$ cat src/rtl/ps2_key_encoder.sv
// PS/2 keyboard receiver (scan code set 2) driving the toggle-strobed 11-bit ps2_key bus.
// Optional odd-parity rejection is enabled by defining PS2_PARITY_CHECK_EN.
module ps2_key_encoder #(
    parameter int FILTER_LEN = 8,
    parameter int TIMEOUT    = 12000
) (
    input  logic        clk_sys,
    input  logic        reset,
    input  logic        ps2_clk_in,
    input  logic        ps2_dat_in,
    output logic [10:0] ps2_key,
    output logic [7:0]  rx_byte,
    output logic        rx_valid,
    output logic        frame_err
);

    localparam int FW = (FILTER_LEN > 2) ? $clog2(FILTER_LEN) : 1;
    localparam int TW = $clog2(TIMEOUT + 1);
    localparam logic [FW-1:0] FCNT_MAX = FW'(FILTER_LEN - 1);
    localparam logic [TW-1:0] TO_MAX   = TW'(TIMEOUT - 1);
    localparam logic [TW-1:0] TO_SAT   = '1;

    logic          clk_meta_q, clk_sync_q, dat_meta_q, dat_sync_q;
    logic          clk_filt_q, clk_filt_d, dat_filt_q, dat_filt_d;
    logic [FW-1:0] clk_fcnt_q, clk_fcnt_d, dat_fcnt_q, dat_fcnt_d;
    logic          clk_prev_q;
    logic          fall;
    logic [3:0]    bit_cnt_q, bit_cnt_d;
    logic [7:0]    shift_q, shift_d;
    logic [TW-1:0] to_cnt_q, to_cnt_d;
    logic [7:0]    rx_byte_q, rx_byte_d;
    logic          rx_valid_q, rx_valid_d;
    logic          frame_err_q, frame_err_d;
    logic          ext_q, ext_d, brk_q, brk_d;
    logic [10:0]   key_q, key_d;
    logic          parity_ok;

`ifdef PS2_PARITY_CHECK_EN
    logic parity_q, parity_d;
    assign parity_ok = ^{shift_q, parity_q};
`else
    assign parity_ok = 1'b1;
`endif

    // A line's filtered level only moves after FILTER_LEN consecutive differing samples.
    always_comb begin
        clk_filt_d = clk_filt_q;
        clk_fcnt_d = '0;
        dat_filt_d = dat_filt_q;
        dat_fcnt_d = '0;
        if (clk_sync_q != clk_filt_q) begin
            if (clk_fcnt_q == FCNT_MAX) clk_filt_d = ~clk_filt_q;
            else                        clk_fcnt_d = clk_fcnt_q + 1'b1;
        end
        if (dat_sync_q != dat_filt_q) begin
            if (dat_fcnt_q == FCNT_MAX) dat_filt_d = ~dat_filt_q;
            else                        dat_fcnt_d = dat_fcnt_q + 1'b1;
        end
    end

    assign fall = clk_prev_q & ~clk_filt_q;

    always_comb begin
        bit_cnt_d   = bit_cnt_q;
        shift_d     = shift_q;
        to_cnt_d    = to_cnt_q;
        rx_byte_d   = rx_byte_q;
        rx_valid_d  = 1'b0;
        frame_err_d = 1'b0;
`ifdef PS2_PARITY_CHECK_EN
        parity_d    = parity_q;
`endif
        if (fall) begin
            to_cnt_d = '0;
            if (bit_cnt_q == 4'd0) begin
                if (!dat_filt_q) bit_cnt_d = 4'd1;
            end else if (bit_cnt_q <= 4'd8) begin
                shift_d   = {dat_filt_q, shift_q[7:1]};
                bit_cnt_d = bit_cnt_q + 4'd1;
            end else if (bit_cnt_q == 4'd9) begin
`ifdef PS2_PARITY_CHECK_EN
                parity_d  = dat_filt_q;
`endif
                bit_cnt_d = 4'd10;
            end else begin
                bit_cnt_d = 4'd0;
                if (dat_filt_q && parity_ok) begin
                    rx_byte_d  = shift_q;
                    rx_valid_d = 1'b1;
                end else begin
                    frame_err_d = 1'b1;
                end
            end
        end else begin
            if (to_cnt_q != TO_SAT) to_cnt_d = to_cnt_q + 1'b1;
            if (bit_cnt_q != 4'd0 && to_cnt_q == TO_MAX) begin
                bit_cnt_d   = 4'd0;
                shift_d     = '0;
                frame_err_d = 1'b1;
            end
        end
    end

    // Prefix bytes only set flags; a terminating code consumes them into one event.
    always_comb begin
        key_d = key_q;
        ext_d = ext_q;
        brk_d = brk_q;
        if (rx_valid_q) begin
            case (rx_byte_q)
                8'hE0: ext_d = 1'b1;
                8'hF0: brk_d = 1'b1;
                8'hE1, 8'hFA, 8'hAA, 8'hEE, 8'hFE: begin
                    ext_d = 1'b0;
                    brk_d = 1'b0;
                end
                default: begin
                    key_d = {~key_q[10], ~brk_q, ext_q, rx_byte_q};
                    ext_d = 1'b0;
                    brk_d = 1'b0;
                end
            endcase
        end
    end

    always_ff @(posedge clk_sys) begin
        if (reset) begin
            clk_meta_q  <= 1'b1;
            clk_sync_q  <= 1'b1;
            dat_meta_q  <= 1'b1;
            dat_sync_q  <= 1'b1;
            clk_filt_q  <= 1'b1;
            dat_filt_q  <= 1'b1;
            clk_fcnt_q  <= '0;
            dat_fcnt_q  <= '0;
            clk_prev_q  <= 1'b1;
            bit_cnt_q   <= 4'd0;
            shift_q     <= '0;
            to_cnt_q    <= '0;
            rx_byte_q   <= '0;
            rx_valid_q  <= 1'b0;
            frame_err_q <= 1'b0;
            ext_q       <= 1'b0;
            brk_q       <= 1'b0;
            key_q       <= '0;
`ifdef PS2_PARITY_CHECK_EN
            parity_q    <= 1'b0;
`endif
        end else begin
            clk_meta_q  <= ps2_clk_in;
            clk_sync_q  <= clk_meta_q;
            dat_meta_q  <= ps2_dat_in;
            dat_sync_q  <= dat_meta_q;
            clk_filt_q  <= clk_filt_d;
            dat_filt_q  <= dat_filt_d;
            clk_fcnt_q  <= clk_fcnt_d;
            dat_fcnt_q  <= dat_fcnt_d;
            clk_prev_q  <= clk_filt_q;
            bit_cnt_q   <= bit_cnt_d;
            shift_q     <= shift_d;
            to_cnt_q    <= to_cnt_d;
            rx_byte_q   <= rx_byte_d;
            rx_valid_q  <= rx_valid_d;
            frame_err_q <= frame_err_d;
            ext_q       <= ext_d;
            brk_q       <= brk_d;
            key_q       <= key_d;
`ifdef PS2_PARITY_CHECK_EN
            parity_q    <= parity_d;
`endif
        end
    end

    assign ps2_key   = key_q;
    assign rx_byte   = rx_byte_q;
    assign rx_valid  = rx_valid_q;
    assign frame_err = frame_err_q;

endmodule

$ cat config.mk
export PLATFORM = sky130hd
export DESIGN_NAME = ps2_key_encoder
export DESIGN_NICKNAME = d
export VERILOG_FILES = /design/src/rtl/ps2_key_encoder.sv
export SDC_FILE = /design/constraint.sdc
export NUM_CORES = 1
export LEC_CHECK = 0
export ABC_AREA = 0
export CAP_MARGIN = 25
export CORE_MARGIN = 4
export CORE_UTILIZATION = 50
export DETAILED_ROUTE_END_ITERATION = 7
export PLACE_DENSITY = 0.71
export SETUP_SLACK_MARGIN = 0.5
export SYNTH_ARGS = -nofsm -noshare
export SYNTH_HDL_FRONTEND = slang
export SYNTH_SLANG_ARGS = --single-unit
$ cat constraint.sdc
create_clock -name clk_sys -period 2.2 [get_ports clk_sys]
set_clock_uncertainty 0.2 [all_clocks]
set_input_delay 0.66 -clock clk_sys [delete_from_list [all_inputs] [get_ports clk_sys]]
set_output_delay 0.66 -clock clk_sys [all_outputs]
set_load 0.05 [all_outputs]
### Yosys cells after proc, flatten, opt, wreduce, memory -nomap -nowiden

Index checks and enable logic that the tools add are counted.

| cells by class | value |
|---|---|
| $add $sub $neg | 4 |
| order comparisons | 1 |
| equal/unequal tests | 17 |
| mux-type cells | 19 |
| bitwise logic cells | 14 |
| reductions and logical operators | 17 |

Operator list:

| kind | count |
|---|---|
| $eq 8x8->1 const B | 7 |
| $mux 8 | 4 |
| $mux 4 | 6 |
| $add 14x1->14 const B | 1 |
| $eq 14x14->1 const B | 1 |
| $ne 14x14->1 const B | 1 |
| $not 1->1 | 13 |
| $reduce_and 2->1 | 6 |
| $mux 1 | 7 |
| $reduce_or 7->1 | 1 |
| $add 3x1->3 const B | 2 |
| $eq 3x3->1 const B | 2 |
| $reduce_or 3->1 | 2 |
| $reduce_and 5->1 | 1 |
| $reduce_or 5->1 | 1 |
| $add 4x1->4 const B | 1 |
| $eq 4x4->1 const B | 1 |
| $le 4x4->1 const B | 1 |
| $logic_not 4->1 | 1 |
| $pmux 1 s2 | 2 |
| $reduce_bool 4->1 | 1 |
| $ne 3x3->1 const B | 1 |
| $reduce_and 3->1 | 1 |
| $ne 1x1->1 | 2 |
| 6 further kinds | 6 |

| word-level totals | value |
|---|---|
| register bits after elaboration | 62 |
| bits of input ports | 4 |
| output and inout bits | 21 |
| word-level logic and storage cells | 90 |

### Longest topological paths before layout

| depth | value |
|---|---|
| word-level depth | 5 |
| mapped depth | 7 |
| gate-level depth less buffers | 6 |

### Worst setup path before layout

No wires, ideal clock.

| timing path | value |
|---|---|
| path type | reg-to-reg |
| start point | register rx_byte_q[1] (netlist: rx_byte[1]) |
| end point | register key_q[10] (netlist: ps2_key[10]) |
| setup time | 0.123 ns |
| arrival | 1.864 ns |
| data required time | 1.877 ns |
| slack | 0.012 ns |
| cell stages (with the launch flop) | 6 |
| path buffers | 1 |
| clock period less this slack | 2.188 ns |
| path through | dfxtp_1 > nor4b_1 > a21oi_1 > a31oi_1 > buf_2 > mux2_1 |

| between the ends | value |
|---|---|
| longest elaborated chain between the ends | 4 |
| elaborated cells between the ends (all ways) | 10 |
| those cells by class | eq/ne: 7; bitwise: 1; reduce/logical: 2 |

RTL lines:

| element | line | text |
|---|---|---|
| from (decl) | 31 | `logic [7:0] rx_byte_q, rx_byte_d;` |
| from (signal assigned) | 162 | `rx_byte_q <= rx_byte_d;` |
| $eq 8x8->1 | 110 | `case (rx_byte_q)` |
| $reduce_or 7->1 (no line) * | -- |  |
| $not 1->1 (no line) * | -- |  |
| $reduce_and 2->1 (no line) * | -- |  |
| to (signal assigned) | 167 | `key_q <= key_d;` |
| to (decl) | 35 | `logic [10:0] key_q, key_d;` |

Every way passes the cells marked *; elsewhere a longest branch is shown, timed or not.
A chain may end at the register's enable or synchronous reset.

### Worst setup path after layout

| timing path | value |
|---|---|
| start point | register to_cnt_q[0] |
| end point | register to_cnt_q[1] |

| between the ends | value |
|---|---|
| longest elaborated chain between the ends | 1 |
| elaborated cells between the ends (all ways) | 2 |
| those cells by class | add/sub: 1; eq/ne: 1 |

RTL lines:

| element | line | text |
|---|---|---|
| from (decl) | 30 | `logic [TW-1:0] to_cnt_q, to_cnt_d;` |
| from (signal assigned) | 161 | `to_cnt_q <= to_cnt_d;` |
| $add 14x1->14 or $ne 14x14->1 (tied branches) | 95 | `if (to_cnt_q != TO_SAT) to_cnt_d = to_cnt_q + 1'b1;` |

Several ways; a longest one is shown, not always the timed one.

==> results_dict.tcl <==
set metrics [dict create \
    rsz0062_at_grt "yes" \
    first_global_vias 2259 \
    synth_edf_count 0 \
    setup_tns_ns 0 \
    vias 2375 \
    routed_wl_um 7190 \
    wl_per_cell_um 17.3 \
    syn2layout_area_growth_pct 47.0 \
    ys_ff_latch 62 \
    first_pass_iters 4 \
    via_per_inst 5.71 \
    synth_area_um2 2650 \
    grt_usage 0.209 \
    syn_avg_cell_area_um2 9.53 \
    drive_gt1_frac 0.448 \
    synth_area_leader_cell "dfxtp_1" \
    clock_latency_ns 0.34 \
    grt_pass1_wl_um 10500 \
    antenna_cells 0 \
    clk_pin_slew_worst_paths_ns 0.07 \
    p_leak_nw 1.66 \
    die_x_um 80.8 \
    fmax_mhz 533 \
    slew_headroom 0.705 \
    clk_path_buf_depth 2 \
    initial_core_util 0.519 \
    antenna_found_initial 0 \
    crit_path_max_fanout 4 \
    required_ns 2.22 \
    cts_tree "built" \
    worstPathArrival_ns 1.90 \
    numCtsBuffers 9 \
    htree_levels 3 \
    root_buffer "clkbuf_8" \
    status "finished, final reports clean" \
    die_h_um 80.8 \
    grt_start_max_net_pins 22 \
    fin_crit_sh 0.852 \
    core_area_um2 5110 \
    drcViolationCount 0 \
    setup_viol 0 \
    cellPowerDensity_nw_per_um2 602 \
    synth_area_leaders "dfxtp_1 (47%), mux2i_1 (7.9%), ha_1 (3.8%)" \
    cap_violations 0 \
    gp_congestion 0.911 \
    synth_nets 290 \
    hold_viol_final 0 \
    cts_sinks 62 \
    regToRegStartpoint "to_cnt_q[0]$_SDFFE_PP0P_" \
    die-area_um2 6530 \
    synthCells 278 \
    async_flop_share 0 \
    hold_start "dat_meta_q$_SDFF_PP1_" \
    synth-main-ff-cell "dfxtp_1" \
    ant_nets 0 \
    slew_violations 0 \
    mostFrequentLayoutCells "dfxtp_1 (30), buf_4 (30), nand2_1 (21)" \
    hp-class "reg2reg" \
    min_to "dat_sync_q$_SDFF_PP1_" \
    period_needed_ns 1.87 \
    overflow 0 \
    tightest_slew_ns 0.440 \
    met2_usage 0.355 \
    num_rows 26 \
    path_class "reg2reg" \
    hpwl_um 3610 \
    final_util 0.762 \
    r2r_cells 5 \
    holdBufCountCts 0 \
    whs_path_depth 1 \
    synth_seq_area_share 0.469 \
    use_met1 0.240 \
    layout.nets 353 \
    crit_path_end_kind "flop" \
    top_usage_layer "met2" \
    port_buffers 24 \
    met3_usage 0.0576 \
    synth_top_area_frac 0.469 \
    yosysWarnings 0 \
    r2r_end "to_cnt_q[1]$_SDFFE_PP0P_" \
    start_kind "flop" \
    synthDistinctLibCells 52 \
    ioPinCount 25 \
    first_iter_violations 166 \
    r2r_slack_ns 0.33 \
    ir_drop_mv 0.359 \
]
[what timing repair did]
item	CTS	global route
pin swaps	22	17
setup buffers	21	8
gates cloned	2	0
endpoints found under the hold margin	0	0
setup endpoints to repair	61	71
gates resized for setup	75	41
[worst max-delay path by stage]
stage / endpoint / from / slack, ns
2_1_floorplan: ps2_key[10]$_SDFFE_PP0P_ / rx_byte[2]$_SDFFE_PP0P_ / 0.38
3_3_place_gp: shift_q[1]$_SDFFE_PP0P_ / reset / 0.03
3_5_place_dp: bit_cnt_q[2]$_SDFFE_PP0P_ / reset / 0.02
4_1_cts: shift_q[3]$_SDFFE_PP0P_ / to_cnt_q[0]$_SDFFE_PP0P_ / 0.35
5_1_grt: shift_q[3]$_SDFFE_PP0P_ / to_cnt_q[0]$_SDFFE_PP0P_ / 0.29
6_report: to_cnt_q[1]$_SDFFE_PP0P_ / to_cnt_q[0]$_SDFFE_PP0P_ / 0.33
[logic make-up after synthesis]
logic type | share of synthesized area
muxes | 0.0879
DFF | 0.469
adders and majority gates | 0.0378
buffers and inverters | 0.0279
xor gates and xnor gates | 0.0132
and+or+nand+nor | 0.225
AOI/OAI and AO/OA | 0.139
[power by group]
part | internal (mW) | total, mW | switching [mW] | leakage, nW
combinational | 0.0970 | 0.198 | 0.101 | 1.04
sequential | 1.13 | 1.14 | 0.0162 | 0.521
clock | 0.545 | 1.00 | 0.459 | 0.103
total | 1.77 | 2.34 | 0.576 | 1.66
[cells in the mapped netlist (all sizes together) (3+ instances only)]
library cell  instances
o2bb2ai               3
nor4                  4
xnor2                 4
nand3                 7
or2                   5
nand2                24
a22o                  8
clkbuf                9
mux2i                21
nor2                 23
and2                  4
o31ai                 3
or4                   3
nand4                 6
ha                    8
nor3                 13
inv                   8
dfxtp                62
nand2b                6
a31oi                 5
nor2b                 5
o21ai                 4
a21oi                10
or3                   4
[worst max-delay path, stage by stage (launching register included)]
cell,delay [ns]
dfxtp_4,0.36
ha_4,0.13
nand4_1,0.21
or4_4,0.64
mux2i_1,0.17
nor2_1,0.05
[metal layers]
metal	up-vias	part of all wire
met4	0	0.024
met1	1144	0.42
met3	14	0.041
met5	-	0
li1	1150	-
met2	67	0.51
[flip-flops by register name (all words and copies together), names as in the netlist]
name / flops
dat_meta_q: 1
dat_fcnt_q: 3
frame_err: 1
to_cnt_q: 14
brk_q: 1
clk_prev_q: 1
clk_filt_q: 1
dat_filt_q: 1
rx_valid: 1
bit_cnt_q: 4
clk_fcnt_q: 3
clk_sync_q: 1
shift_q: 8
ext_q: 1
ps2_key: 11
dat_sync_q: 1
clk_meta_q: 1
rx_byte: 8
[through the flow]
stage	instances	hold slack (ns)	setup slack, ns	instance area [um2]	power (mW)
global route	416	0.222	0.290	3890	2.43
finish	416	0.209	0.325	3890	2.34
global placement	369	0.193	0.0278	3030	1.30
CTS	408	0.211	0.354	3660	2.32
floorplan	278	0.189	0.377	2730	1.26
detailed placement	369	0.194	0.0176	3030	1.30
[cell type report]
type / instances / area, um2
clock buffer: 12 / 178
clock inverter: 4 / 26.3
fill: 328 / 1210
inverter: 8 / 32.5
multi-input combinational: 197 / 1580
sequential: 62 / 1310
tap: 70 / 87.6
timing repair buffer: 63 / 679
No activity file was read; power rests on OpenSTA's default activity.
